### src/rtl/i2s_stereo_serializer.sv
// Philips I2S serialiser: PCM frames arrive over valid/ready, are buffered in a small FIFO
// and are shifted out MSB first with a one-bit delay, all on the audio MCLK.
module i2s_stereo_serializer #(
  parameter int SAMPLE_WIDTH   = 16,
  parameter int SLOT_WIDTH     = 32,
  parameter int BCLK_DIV       = 4,
  parameter int FIFO_DEPTH     = 4,
  parameter bit MONO           = 1'b0,
  parameter int UNDERRUN_WIDTH = 8
) (
  input  logic                           clk,
  input  logic                           reset,
  input  logic signed [SAMPLE_WIDTH-1:0] sample_left,
  input  logic signed [SAMPLE_WIDTH-1:0] sample_right,
  input  logic                           sample_valid,
  output logic                           sample_ready,
  input  logic                           mute,
  output logic                           lrck,
  output logic                           dac,
  output logic                           bit_tick,
  output logic [UNDERRUN_WIDTH-1:0]      underrun_count
);
  localparam int FRAME_BITS = 2 * SLOT_WIDTH;
  localparam int DIV_W      = $clog2(BCLK_DIV);
  localparam int BIT_W      = $clog2(FRAME_BITS);
  localparam int PTR_W      = $clog2(FIFO_DEPTH);
  localparam int CNT_W      = PTR_W + 1;
  localparam int SIDX_W     = (SAMPLE_WIDTH > 1) ? $clog2(SAMPLE_WIDTH) : 1;

  localparam logic [DIV_W-1:0] DIV_LAST  = DIV_W'(BCLK_DIV - 1);
  localparam logic [BIT_W-1:0] BIT_LAST  = BIT_W'(FRAME_BITS - 1);
  localparam logic [BIT_W-1:0] SLOT_LEN  = BIT_W'(SLOT_WIDTH);
  localparam logic [CNT_W-1:0] FIFO_FULL = CNT_W'(FIFO_DEPTH);

  function automatic logic [UNDERRUN_WIDTH-1:0] sat_inc(input logic [UNDERRUN_WIDTH-1:0] v);
    sat_inc = (&v) ? v : v + 1'b1;
  endfunction

  // Slot position 0 is the Philips delay bit; positions past the sample are padding.
  function automatic logic slot_bit(input logic signed [SAMPLE_WIDTH-1:0] s,
                                    input logic [BIT_W-1:0] p);
    logic [SIDX_W-1:0] idx;
    idx      = SIDX_W'(SAMPLE_WIDTH - int'(p));
    slot_bit = (p != '0) && (int'(p) <= SAMPLE_WIDTH) && s[idx];
  endfunction

  logic [DIV_W-1:0] div_cnt_p0;
  logic [BIT_W-1:0] bit_cnt_p0;
  logic [BIT_W-1:0] bit_nxt;
  logic [BIT_W-1:0] slot_pos;
  logic             div_wrap;
  logic             fetch;
  logic             lrck_nxt;

  logic signed [SAMPLE_WIDTH-1:0] fifo_left  [FIFO_DEPTH];
  logic signed [SAMPLE_WIDTH-1:0] fifo_right [FIFO_DEPTH];
  logic [PTR_W-1:0] wr_ptr;
  logic [PTR_W-1:0] rd_ptr;
  logic [CNT_W-1:0] fifo_cnt;
  logic             fifo_full;
  logic             fifo_empty;
  logic             push;
  logic             pop;

  logic signed [SAMPLE_WIDTH-1:0] frame_left_p0;
  logic signed [SAMPLE_WIDTH-1:0] frame_right_p0;
  logic lrck_p1;
  logic dac_p1;
  logic tick_p1;

  assign div_wrap = (div_cnt_p0 == DIV_LAST);
  assign fetch    = div_wrap && (bit_cnt_p0 == BIT_LAST);
  assign bit_nxt  = (bit_cnt_p0 == BIT_LAST) ? '0 : bit_cnt_p0 + 1'b1;
  assign lrck_nxt = (bit_nxt >= SLOT_LEN);
  assign slot_pos = lrck_nxt ? bit_nxt - SLOT_LEN : bit_nxt;

  assign fifo_full    = (fifo_cnt == FIFO_FULL);
  assign fifo_empty   = (fifo_cnt == '0);
  assign sample_ready = !fifo_full && !reset;
  assign push         = sample_valid && sample_ready;
  assign pop          = fetch && !fifo_empty;

  // Stage 0: FIFO storage, frame register and bit/divider counters
  always_ff @(posedge clk) begin
    if (push) begin
      fifo_left[wr_ptr]  <= sample_left;
      fifo_right[wr_ptr] <= MONO ? sample_left : sample_right;
    end
  end

  always_ff @(posedge clk) begin
    if (reset) begin
      wr_ptr   <= '0;
      rd_ptr   <= '0;
      fifo_cnt <= '0;
    end else begin
      if (push) wr_ptr <= wr_ptr + 1'b1;
      if (pop)  rd_ptr <= rd_ptr + 1'b1;
      case ({push, pop})
        2'b10:   fifo_cnt <= fifo_cnt + 1'b1;
        2'b01:   fifo_cnt <= fifo_cnt - 1'b1;
        default: ;
      endcase
    end
  end

  // An empty FIFO at fetch leaves the previous frame in place so it simply repeats.
  always_ff @(posedge clk) begin
    if (reset) begin
      frame_left_p0  <= '0;
      frame_right_p0 <= '0;
      underrun_count <= '0;
    end else if (fetch) begin
      if (pop) begin
        frame_left_p0  <= fifo_left[rd_ptr];
        frame_right_p0 <= fifo_right[rd_ptr];
      end else begin
        underrun_count <= sat_inc(underrun_count);
      end
    end
  end

  // Stage 1: serial outputs, reloaded on the edge where the divider returns to 0
  always_ff @(posedge clk) begin
    if (reset) begin
      div_cnt_p0 <= '0;
      bit_cnt_p0 <= '0;
      lrck_p1    <= 1'b0;
      dac_p1     <= 1'b0;
      tick_p1    <= 1'b0;
    end else begin
      div_cnt_p0 <= div_wrap ? '0 : div_cnt_p0 + 1'b1;
      tick_p1    <= div_wrap;
      if (div_wrap) begin
        bit_cnt_p0 <= bit_nxt;
        lrck_p1    <= lrck_nxt;
        dac_p1     <= !mute && slot_bit(lrck_nxt ? frame_right_p0 : frame_left_p0, slot_pos);
      end
    end
  end

  assign lrck     = lrck_p1;
  assign dac      = dac_p1;
  assign bit_tick = tick_p1;

endmodule

### config.mk
export PLATFORM = sky130hd
export DESIGN_NAME = i2s_stereo_serializer
export DESIGN_NICKNAME = d
export VERILOG_FILES = /design/src/rtl/i2s_stereo_serializer.sv
export SDC_FILE = /design/constraint.sdc
export NUM_CORES = 1
export LEC_CHECK = 0
export BUFFER_PORTS_ARGS = -buffer_cell sky130_fd_sc_hd__buf_2
export CORE_MARGIN = 2
export CORE_UTILIZATION = 54
export CTS_BUF_LIST = sky130_fd_sc_hd__clkbuf_4 sky130_fd_sc_hd__clkbuf_8 sky130_fd_sc_hd__clkbuf_16
export DETAILED_ROUTE_END_ITERATION = 10
export PLACE_DENSITY_LB_ADDON = 0.3
export SLEW_MARGIN = 20
export SYNTH_ARGS = -nofsm -noshare
export SYNTH_HDL_FRONTEND = slang
export SYNTH_SLANG_ARGS = --single-unit
### constraint.sdc
create_clock -name clk -period 4.3 [get_ports clk]
set_clock_uncertainty 0.2 [all_clocks]
set_input_delay 0 -clock clk [delete_from_list [all_inputs] [get_ports clk]]
set_output_delay 0 -clock clk [all_outputs]
set_load 0.005 [all_outputs]
==> results of run 1 <==
flip-flops by register name (all words and copies together) (netlist names):
| name | flops |
|---|---|
| fifo_cnt | 3 |
| fifo_right | 64 |
| wr_ptr | 2 |
| frame_right_p0 | 16 |
| bit_tick | 1 |
| div_cnt_p0 | 2 |
| dac | 1 |
| rd_ptr | 2 |
| underrun_count | 8 |
| lrck | 1 |
| fifo_left | 64 |
| bit_cnt_p0 | 6 |
| frame_left_p0 | 16 |
path summary, 6_finish.rpt:
path / slack [ns] / to
worst min register to register: 0.23 / div_cnt_p0[0]$_SDFF_PP0_
worst max register to register: 1.10 / fifo_cnt[2]$_SDFFE_PP0P_
worst min-delay path: 0.12 / fifo_right[0][5]$_DFFE_PP_
worst max-delay path: 1.10 / fifo_cnt[2]$_SDFFE_PP0P_
area by class of cell:
class	instances	area share (%)
multi-input combinational	282	25.2
clock inverter	13	1.66
tap	176	2.53
clock buffer	19	5.05
sequential	186	57.4
timing repair buffer	93	7.72
inverter	10	0.430
metrics by stage:
step / util, % / total power (W) / setup WS, ns
3_5_place_dp: 58.4 / 0.00215 / 1.15
2_1_floorplan: - / 0.00209 / 1.22
4_1_cts: 65.6 / 0.00369 / 1.13
6_report: 65.6 / 0.00366 / 1.10
5_1_grt: 65.6 / 0.00378 / 0.904
3_3_place_gp: 58.4 / 0.00214 / 1.30
cell families after synthesis:
logic type / synth area share [%]
compound gates: 5.39
flops: 68.1
fa+ha+maj: 1.63
buf+inv: 2.06
simple gates: 8.66
mux: 12.1
xor+xnor: 2.14
cells in the mapped netlist (2+ instances only):
cell type                    n
sky130_fd_sc_hd__and2_1      4
sky130_fd_sc_hd__inv_1       9
sky130_fd_sc_hd__a21oi_1    36
sky130_fd_sc_hd__a211oi_1    2
sky130_fd_sc_hd__nor3_1      4
sky130_fd_sc_hd__nor3b_1     2
sky130_fd_sc_hd__mux2i_1    11
sky130_fd_sc_hd__and3_1      7
sky130_fd_sc_hd__xnor2_1     7
sky130_fd_sc_hd__nand3_1     7
sky130_fd_sc_hd__nor2_1     34
sky130_fd_sc_hd__nand4_1     7
sky130_fd_sc_hd__dfxtp_1    58
sky130_fd_sc_hd__ha_1        8
sky130_fd_sc_hd__mux4_2     34
sky130_fd_sc_hd__o21ai_0     5
sky130_fd_sc_hd__xor2_1     11
sky130_fd_sc_hd__nand2_1    77
sky130_fd_sc_hd__or3_1       2
sky130_fd_sc_hd__buf_2       4
sky130_fd_sc_hd__edfxtp_1  128
sky130_fd_sc_hd__buf_1       7
sky130_fd_sc_hd__clkbuf_1   16
sky130_fd_sc_hd__a31oi_1     4
sky130_fd_sc_hd__a311oi_1    3
routing by layer:
layer  global-route usage, %  up-vias  part of all wire (%)
met5                       0        -                     0
met4                    8.72        0                   2.2
met3                    3.73       21                   3.8
met2                    32.5       98                    50
met1                    27.4     2149                    44
li1                        -     2059                     -
power breakdown:
group | switching (W) | internal [W] | leakage, nW
clock network | 0.000651 | 0.000875 | 0.283
registers | 0.0000161 | 0.00195 | 1.63
logic | 0.0000885 | 0.0000765 | 1.03
total | 0.000756 | 0.00290 | 2.94
placed cells by master, fill, tap and decap left out, types with 8 or more instances in the layout:
cell / instances
sky130_fd_sc_hd__edfxtp_1: 128
sky130_fd_sc_hd__nand2_1: 77
sky130_fd_sc_hd__dfxtp_1: 57
sky130_fd_sc_hd__buf_2: 47
sky130_fd_sc_hd__dlygate4sd3_1: 37
sky130_fd_sc_hd__a21oi_1: 36
sky130_fd_sc_hd__nor2_1: 34
sky130_fd_sc_hd__mux4_2: 34
sky130_fd_sc_hd__clkbuf_16: 17
sky130_fd_sc_hd__xor2_1: 11
sky130_fd_sc_hd__mux2i_1: 11
sky130_fd_sc_hd__inv_1: 9
sky130_fd_sc_hd__buf_4: 9
sky130_fd_sc_hd__ha_1: 8
==> parameters.txt, run 1 <==
Parameter                              Value

Placed design
  Area after detailed placement    7760 um2
  Count of input and output buffers    47
  Placer's final routability congestion estimate    0.931
  Sum of net half-perimeters after detailed placement    8540 um
  Number of instances in the placed design    710

Clock tree
  Post-cts resize count    0
  Root Buffer Master    sky130_fd_sc_hd__clkbuf_16
  Clock-pin slew of the registers on the worst-case setup and hold paths    0.07 ns
  Setup Fix Bufs, Post-CTS    0
  Number of hold buffers added after CTS    37
  Clock buffers created by TritonCTS    17
  TritonCTS Sinks    186
  Clock insertion delay at the later pin of the skew report    0.43 ns
  Clock tree from TritonCTS    built
  Maximum level of the CTS H-tree    4
  Deepest clock path buffer count    2

STA
  Crit share post-route    74.4%
  Setup repair after global routing missed its margin    false
  Number of hold-slack violations in the final timing report    0
  Final slew viol count    0
  Sum of negative setup slack    0 ns
  Number of setup violations in the final report    0
  Final hold slack    0.120 ns
  Minimum clock period after layout    3.20 ns
  Max Fclk    312 MHz
  Slew at the pin closest to its max-slew limit    0.849 ns
  Slew headroom    43.4%

Critical path
  Sort of element at the start of the critical path    flip-flop
  Top Family by Delay on Critical Path    adder cells
  Buffers plus inverters on the worst setup path    2
  CP required    4.45 ns
  R2R cell count    11
  Number of logic stages on the critical path including buffering    11
  Category of the most critical setup path    reg2reg
  Maximum single-stage delay on the critical path    0.66 ns
  First element of the critical path    bit_cnt_p0[0]$_SDFFE_PP0P_
  Nature of the critical path endpoint    flip-flop
  Crit path max-delay cell type    sky130_fd_sc_hd__dfxtp_1
  Worst Path Max Fanout    16
  Launch instance of the worst register-to-register path    bit_cnt_p0[0]$_SDFFE_PP0P_
  CP Cell Sequence    ha_1, nand2_1, nor2_1, nand3_1, clkinv_1, ha_1, inv_1, fa_1, xor2_1, or3_1, a21oi_1
  Worst EP arrival    3.35 ns
  Crit-path most repeated cell    sky130_fd_sc_hd__ha_1

Floorplan
  Die H    121 um
  Horizontal die dimension    121 um
  Core Rows    42
  Number of placed I/O pins    48
  Core region area    13300 um2
  Effective utilization at floorplan    55.3%
  Die footprint    14600 um2

Power
  Total power per unit cell area    420 nW/um2
  Leakage power    2.94 nW
  Maximum resistive drop on vdd    279 uV

Logic synthesis
  Number of enable-type register cells in the synthesized netlist    128
  Number of instances in the synthesized netlist    506
  Flop and latch count out of synthesis    186
  Area leader, netlist    sky130_fd_sc_hd__edfxtp_1
  Most frequently used flop master after synthesis    sky130_fd_sc_hd__edfxtp_1
  Synth Net Count    551
  Synth Warn #    0
  Fraction of registers with async set or reset after synthesis    0%
  Netlist area before placement    7350 um2
  Top post-synthesis cells by area    sky130_fd_sc_hd__edfxtp_1 (52%), sky130_fd_sc_hd__dfxtp_1 (16%), sky130_fd_sc_hd__mux4_2 (10%), sky130_fd_sc_hd__nand2_1 (3.9%), sky130_fd_sc_hd__a21oi_1 (2.4%)
  Avg Cell Area, Syn    14.5 um2
  Sequential cell area fraction in the yosys report    68.1%
  Netlist cell types    44
  Area share of the largest cell type after synthesis    52.3%

Final layout
  Area of all placed cells without fillers    8720 um2
  Filler Cell Count    939
  Fin nets    635
  Register area    5010 um2
  Layout cells sized above 1    20.6%
  Count of antenna diodes in the layout    0
  Number of standard cells in the layout, taps in and fillers out    779
  Synthesis-to-layout area growth    18.6%
  Multi-input logic area    2200 um2

Global route
  Initial antenna violation count    0
  Global-route wire length before repair    22200 um
  Maximum number of pins on one net before global-route repair    59
  Leftover overflow at the end of global routing    0
  Via count of the first global-routing pass    4344
  All-Layer GR Usage    20.3%

Routing
  Routed via count divided by cell count    5.55
  Pre-Repair DR Iteration Count    5
  Wirelength, routed    13600 um
  Overall via count from detail_route    4327
  Routed wire length per instance    17.4 um
  Residual DRC    0
  Count of nets left with antenna violations after detail routing    0
  DRC marker count from the first detailed-route iteration    260

Worst hold path
  Class of the tightest hold or removal check    in2reg
  Worst hold path stage count    2
  Start point of the worst min-delay path    sample_right[5]

Flow run
  # Max-Cap Violations    0

Status
  Status    finished clean
(Power assumes the default switching activity.)
==> inputs of run 2 (changes only) <==
--- a/config.mk
+++ b/config.mk
@@ -5,6 +5,7 @@
 export SDC_FILE = /design/constraint.sdc
 export NUM_CORES = 1
 export LEC_CHECK = 0
+export ABC_AREA = 1
 export BUFFER_PORTS_ARGS = -buffer_cell sky130_fd_sc_hd__buf_2
 export CORE_MARGIN = 2
 export CORE_UTILIZATION = 54
==> constraint.sdc (replaced) <==
create_clock -name clk -period 3.3 [get_ports clk]
set_clock_uncertainty 0.2 [all_clocks]
set_input_delay 0 -clock clk [delete_from_list [all_inputs] [get_ports clk]]
set_output_delay 0 -clock clk [all_outputs]
set_load 0.005 [all_outputs]
==> parameters.txt, run 2 <==
Parameter                              Value

STA
  Slew headroom    31.6%
  Final slew viol count    0
  Crit share post-route    81.6%
  Minimum clock period after layout    2.69 ns
  Sum of negative setup slack    0 ns
  Slew at the pin closest to its max-slew limit    1.03 ns
  Setup repair after global routing missed its margin    false
  Number of hold-slack violations in the final timing report    0
  Max Fclk    371 MHz
  Number of setup violations in the final report    0
  Final hold slack    0.116 ns

Logic synthesis
  Netlist cell types    35
  Number of instances in the synthesized netlist    700
  Fraction of registers with async set or reset after synthesis    0%
  Netlist area before placement    7530 um2
  Most frequently used flop master after synthesis    sky130_fd_sc_hd__edfxtp_1
  Synth Warn #    0
  Synth Net Count    745
  Flop and latch count out of synthesis    186
  Number of enable-type register cells in the synthesized netlist    128
  Top cells by count, synth    sky130_fd_sc_hd__nor2_1 (135), sky130_fd_sc_hd__edfxtp_1 (128), sky130_fd_sc_hd__o21ai_0 (106), sky130_fd_sc_hd__dfxtp_1 (58), sky130_fd_sc_hd__nand2_1 (51)
  Sequential cell area fraction in the yosys report    66.5%
  Area leader, netlist    sky130_fd_sc_hd__edfxtp_1
  Top post-synthesis cells by area    sky130_fd_sc_hd__edfxtp_1 (51%), sky130_fd_sc_hd__dfxtp_1 (15%), sky130_fd_sc_hd__o21ai_0 (7.0%), sky130_fd_sc_hd__nor2_1 (6.7%), sky130_fd_sc_hd__o22ai_1 (3.0%)
  Area share of the largest cell type after synthesis    51.0%
  Avg Cell Area, Syn    10.8 um2
  Most instantiated library cell after synthesis    sky130_fd_sc_hd__nor2_1

Placed design
  Count of input and output buffers    47
  Sum of net half-perimeters after detailed placement    9090 um
  Placer's final routability congestion estimate    0.942

Final layout
  Count of antenna diodes in the layout    0
  Fin nets    822
  Largest registers    fifo_left x64, fifo_right x64
  Filler Cell Count    1093
  Synthesis-to-layout area growth    17.8%
  Register area    5010 um2
  Post-route core utilization    64.4%
  Layout cells sized above 1    15.3%
  Multi-input logic area    2200 um2
  Leading cell types in the layout, fill and taps excluded    sky130_fd_sc_hd__nor2_1 (131), sky130_fd_sc_hd__edfxtp_1 (128), sky130_fd_sc_hd__o21ai_0 (106)
  Most common library cell in the layout ignoring fill and taps    sky130_fd_sc_hd__nor2_1

Floorplan
  Number of placed I/O pins    48
  Horizontal die dimension    122 um
  Effective utilization at floorplan    54.7%
  Die footprint    14900 um2
  Die H    122 um
  Core region area    13800 um2
  Core Rows    43

Routing
  Residual DRC    0
  Pre-Repair DR Iteration Count    5
  Routed wire length per instance    15.9 um
  Count of nets left with antenna violations after detail routing    0
  DRC marker count from the first detailed-route iteration    384
  Overall via count from detail_route    5337
  Routed via count divided by cell count    5.50
  Wirelength, routed    15400 um

Clock tree
  Deepest clock path buffer count    2
  Maximum level of the CTS H-tree    4
  Post-cts resize count    0
  Root Buffer Master    sky130_fd_sc_hd__clkbuf_16
  Clock buffers created by TritonCTS    17
  Clock-pin slew of the registers on the worst-case setup and hold paths    0.07 ns
  Clock insertion delay at the later pin of the skew report    0.43 ns
  TritonCTS Sinks    186
  Clock tree from TritonCTS    built

Critical path
  Nature of the critical path endpoint    flip-flop
  R2R cell count    14
  Worst EP arrival    2.81 ns
  Category of the most critical setup path    reg2reg
  CP required    3.41 ns
  Worst Path Max Fanout    5
  Sort of element at the start of the critical path    flip-flop

Global route
  Global-route wire length before repair    25100 um
  Met1 demand-to-capacity share in global routing    28.2%
  Via count of the first global-routing pass    5176
  Initial antenna violation count    0
  Leftover overflow at the end of global routing    0
  Met2 layer usage reported by global route    37.2%
  Met3 Resource Use GR    5.34%
  Most utilized layer in the global route result    met2
  Maximum number of pins on one net before global-route repair    66
  All-Layer GR Usage    22.2%

Power
  Clock group share of total power    42.7%
  Combinational share of power    4.2%
  Switching power    0.000984 W
  Total power per unit cell area    542 nW/um2
  Internal power component    0.00382 W
  Fraction of power spent switching nets    20.5%
  Maximum resistive drop on vdd    380 uV
  Flop pwr share    53.0%
  Leakage power    3.29 nW

Status
  Status    finished clean

Worst hold path
  Worst hold path stage count    2
  Class of the tightest hold or removal check    in2reg

Flow run
  # Max-Cap Violations    0
## run 2: final timing paths
kind | from | endpoint | slack [ns]
max | bit_cnt_p0[1]$_SDFFE_PP0P_ | fifo_cnt[2]$_SDFFE_PP0P_ | 0.61
min | sample_right[13] | fifo_right[1][13]$_DFFE_PP_ | 0.12
max reg2reg | bit_cnt_p0[1]$_SDFFE_PP0P_ | fifo_cnt[2]$_SDFFE_PP0P_ | 0.61
min reg2reg | div_cnt_p0[0]$_SDFF_PP0_ | div_cnt_p0[0]$_SDFF_PP0_ | 0.22
## run 2: timing repair
item,in CTS,in global routing
hold endpoints to repair,146,0
hold buffers,35,0
buffers inserted,0,0
## run 2: power groups by stage
stage	logic, W	registers, W	clock network [W]
5_1_grt	0.000229	0.00255	0.00218
3_3_place_gp	0.000165	0.00260	0
6_report	0.000204	0.00255	0.00205
4_1_cts	0.000204	0.00255	0.00207
2_1_floorplan	0.0000986	0.00260	0
3_5_place_dp	0.000172	0.00260	0
## run 2: metal layers
| layer | wire, um | up-vias |
|---|---|---|
| met5 | 0 | - |
| met4 | 233 | 0 |
| met3 | 707 | 22 |
| met2 | 7670 | 144 |
| met1 | 6780 | 2574 |
| li1 | - | 2597 |
## run 2: critical path, stage by stage, from the launching register on
cell	delay (ns)
sky130_fd_sc_hd__dfxtp_1	0.41
sky130_fd_sc_hd__ha_1	0.26
sky130_fd_sc_hd__nand2_4	0.09
sky130_fd_sc_hd__nor2_4	0.16
sky130_fd_sc_hd__nand2_4	0.10
sky130_fd_sc_hd__nor2_4	0.14
sky130_fd_sc_hd__inv_2	0.06
sky130_fd_sc_hd__nor2_4	0.08
sky130_fd_sc_hd__ha_1	0.14
sky130_fd_sc_hd__inv_1	0.07
sky130_fd_sc_hd__fa_1	0.38
sky130_fd_sc_hd__a21oi_1	0.15
sky130_fd_sc_hd__o21ai_0	0.11
sky130_fd_sc_hd__o21ai_0	0.16
sky130_fd_sc_hd__a21oi_1	0.06
## run 2: kinds of logic (layout without fill, tap and decap cells)
family,after synthesis,after routing,synth area share (%)
flops,186,186,66.5
simple gates,244,244,14.5
buf+inv,81,171,4.52
xor+xnor,4,4,0.465
compound gates,176,176,12.4
fa+ha+maj,9,9,1.60
## run 2: through the flow
stage                     total power (W)  instance area, um2  std cells  setup slack [ns]
after detailed placement          0.00277                7920        903             0.630
final                             0.00481                8870        970             0.608
after CTS                         0.00483                8870        970             0.607
after global placement            0.00276                7920        903             0.735
after floorplan                   0.00270                7530        700             0.465
after global routing              0.00496                8870        970             0.403
## run 2: layout make-up
class	count	share of cell area [%]
Clock buffer	18	4.88
Clock inverter	14	1.89
Inverter	48	2.03
Multi-Input combinational cell	433	24.7
Sequential cell	186	56.4
Tap cell	180	2.54
Timing Repair Buffer	91	7.50
==> inputs of run 3 (changes only) <==
==> constraint.sdc (replaced) <==
create_clock -name clk -period 2.5 [get_ports clk]
set_clock_uncertainty 0.2 [all_clocks]
set_input_delay 0 -clock clk [delete_from_list [all_inputs] [get_ports clk]]
set_output_delay 0 -clock clk [all_outputs]
set_load 0.005 [all_outputs]
==> parameters.txt, run 3 (synthesized netlist as in run 2, its figures left out) <==
Parameter                              Value

Final layout
  Count of antenna diodes in the layout    0
  Largest registers    fifo_left x64, fifo_right x64
  Area of all placed cells without fillers    9020 um2
  Most common library cell in the layout ignoring fill and taps    sky130_fd_sc_hd__nor2_1
  Fin nets    836
  Layout cells sized above 1    17.9%
  Synthesis-to-layout area growth    19.7%
  Leading cell types in the layout, fill and taps excluded    sky130_fd_sc_hd__nor2_1 (131), sky130_fd_sc_hd__edfxtp_1 (128), sky130_fd_sc_hd__o21ai_0 (104)

Routing
  Pre-Repair DR Iteration Count    7
  Overall via count from detail_route    5454
  DRC marker count from the first detailed-route iteration    393
  Routed wire length per instance    16.0 um
  Count of nets left with antenna violations after detail routing    0
  Residual DRC    0
  Wirelength, routed    15700 um
  Routed via count divided by cell count    5.54

Global route
  Via count of the first global-routing pass    5280
  All-Layer GR Usage    22.0%
  Leftover overflow at the end of global routing    0
  Maximum number of pins on one net before global-route repair    51
  Global-route wire length before repair    25000 um
  Initial antenna violation count    0

Floorplan
  Core Rows    43
  Core region area    13800 um2
  Number of placed I/O pins    48
  Horizontal die dimension    122 um
  Die H    122 um
  Effective utilization at floorplan    54.7%
  Die footprint    14900 um2

Clock tree
  Clock buffers created by TritonCTS    17
  Maximum level of the CTS H-tree    4
  Clock tree from TritonCTS    built
  Clock insertion delay at the later pin of the skew report    0.43 ns
  Root Buffer Master    sky130_fd_sc_hd__clkbuf_16
  Deepest clock path buffer count    2
  TritonCTS Sinks    186
  Clock-pin slew of the registers on the worst-case setup and hold paths    0.07 ns

STA
  Minimum clock period after layout    2.42 ns
  Sum of negative setup slack    0 ns
  Crit share post-route    97.0%
  Number of hold-slack violations in the final timing report    0
  Slew at the pin closest to its max-slew limit    0.537 ns
  Slew headroom    64.0%
  Final slew viol count    0
  Final hold slack    0.119 ns
  Max Fclk    413 MHz
  Number of setup violations in the final report    0

Critical path
  Launch instance of the worst register-to-register path    bit_cnt_p0[1]$_SDFFE_PP0P_
  R2R cell count    14
  CP required    2.61 ns
  Category of the most critical setup path    reg2reg
  Nature of the critical path endpoint    flip-flop
  R2R Path End    fifo_cnt[2]$_SDFFE_PP0P_
  Worst EP arrival    2.53 ns
  Sort of element at the start of the critical path    flip-flop
  Flop2flop setup slack    0.08 ns
  Worst Path Max Fanout    5

Status
  Status    finished clean

Worst hold path
  Worst hold path stage count    2
  Class of the tightest hold or removal check    in2reg
  Endpoint with the worst hold slack    fifo_right[3][7]$_DFFE_PP_
  Start point of the worst min-delay path    sample_right[7]

Power
  Total power per unit cell area    677 nW/um2
  Leakage power    3.35 nW
  Maximum resistive drop on vdd    484 uV

Placed design
  Area after detailed placement    8060 um2
  Sum of net half-perimeters after detailed placement    9110 um
  Count of input and output buffers    47
  Placer's final routability congestion estimate    0.903

Flow run
  # Max-Cap Violations    0
-- run 3: how the worst max path moves through the flow --
stage,startpoint,to,cells past startpoint,slack (ns)
2_1_floorplan,fifo_cnt[1]$_SDFFE_PP0P_,fifo_left[0][0]$_DFFE_PP_,4,-0.33
3_3_place_gp,bit_cnt_p0[1]$_SDFFE_PP0P_,fifo_cnt[2]$_SDFFE_PP0P_,14,0.13
3_5_place_dp,bit_cnt_p0[1]$_SDFFE_PP0P_,fifo_cnt[2]$_SDFFE_PP0P_,14,0.01
4_1_cts,bit_cnt_p0[1]$_SDFFE_PP0P_,fifo_cnt[2]$_SDFFE_PP0P_,14,0.004
5_1_grt,bit_cnt_p0[1]$_SDFFE_PP0P_,fifo_cnt[2]$_SDFFE_PP0P_,14,-0.03
6_report,bit_cnt_p0[1]$_SDFFE_PP0P_,fifo_cnt[2]$_SDFFE_PP0P_,14,0.08
-- run 3: through the flow --
stage,total power (W),util [%],setup WS [ns],cells
after floorplan,0.00356,-,-0.335,700
after global placement,0.00365,58.5,0.129,912
after detailed placement,0.00367,58.5,0.0119,912
after CTS,0.00612,65.0,0.00353,979
after global routing,0.00628,65.5,-0.0262,984
final,0.00610,65.5,0.0759,984
-- run 3: critical path: stages, from the launching register on --
cell,delay [ns]
sky130_fd_sc_hd__dfxtp_4,0.38
sky130_fd_sc_hd__ha_4,0.15
sky130_fd_sc_hd__nand2_4,0.07
sky130_fd_sc_hd__nor2_4,0.14
sky130_fd_sc_hd__nand2_4,0.07
sky130_fd_sc_hd__nor2_4,0.11
sky130_fd_sc_hd__inv_2,0.06
sky130_fd_sc_hd__nor2_4,0.14
sky130_fd_sc_hd__ha_4,0.14
sky130_fd_sc_hd__inv_2,0.06
sky130_fd_sc_hd__fa_2,0.38
sky130_fd_sc_hd__a21oi_2,0.14
sky130_fd_sc_hd__o21ai_2,0.08
sky130_fd_sc_hd__o21ai_1,0.13
sky130_fd_sc_hd__a21oi_1,0.06
-- run 3: power breakdown --
group | leakage, nW | internal [W] | switching, W | total (W)
clock | 0.266 | 0.00133 | 0.00112 | 0.00245
combinational | 1.45 | 0.000122 | 0.000163 | 0.000285
sequential | 1.63 | 0.00335 | 0.0000165 | 0.00336
-- run 3: cell type report --
class / count / area (um2)
Sequential cell: 186 / 5010
Fill cell: 1066 / 4760
Multi-Input combinational cell: 433 / 2230
Timing Repair Buffer: 105 / 821
Clock buffer: 20 / 454
Tap cell: 180 / 225
Inverter: 48 / 180
Clock inverter: 12 / 92.6
-- run 3: metal layers --
layer	wire, um	global-route usage [%]	up-vias
li1	-	-	2620
met1	6650	27.0	2616
met2	7910	37.1	198
met3	924	5.24	20
met4	265	9.91	0
met5	0	0	-
-- run 3: timing repair --
| action | in CTS | in global routing |
|---|---|---|
| setup endpoints to repair | 0 | 2 |
| hold buffers | 35 | 0 |
| hold endpoints to repair | 152 | 0 |
| resized for setup | 0 | 6 |
| buffers inserted | 0 | 5 |
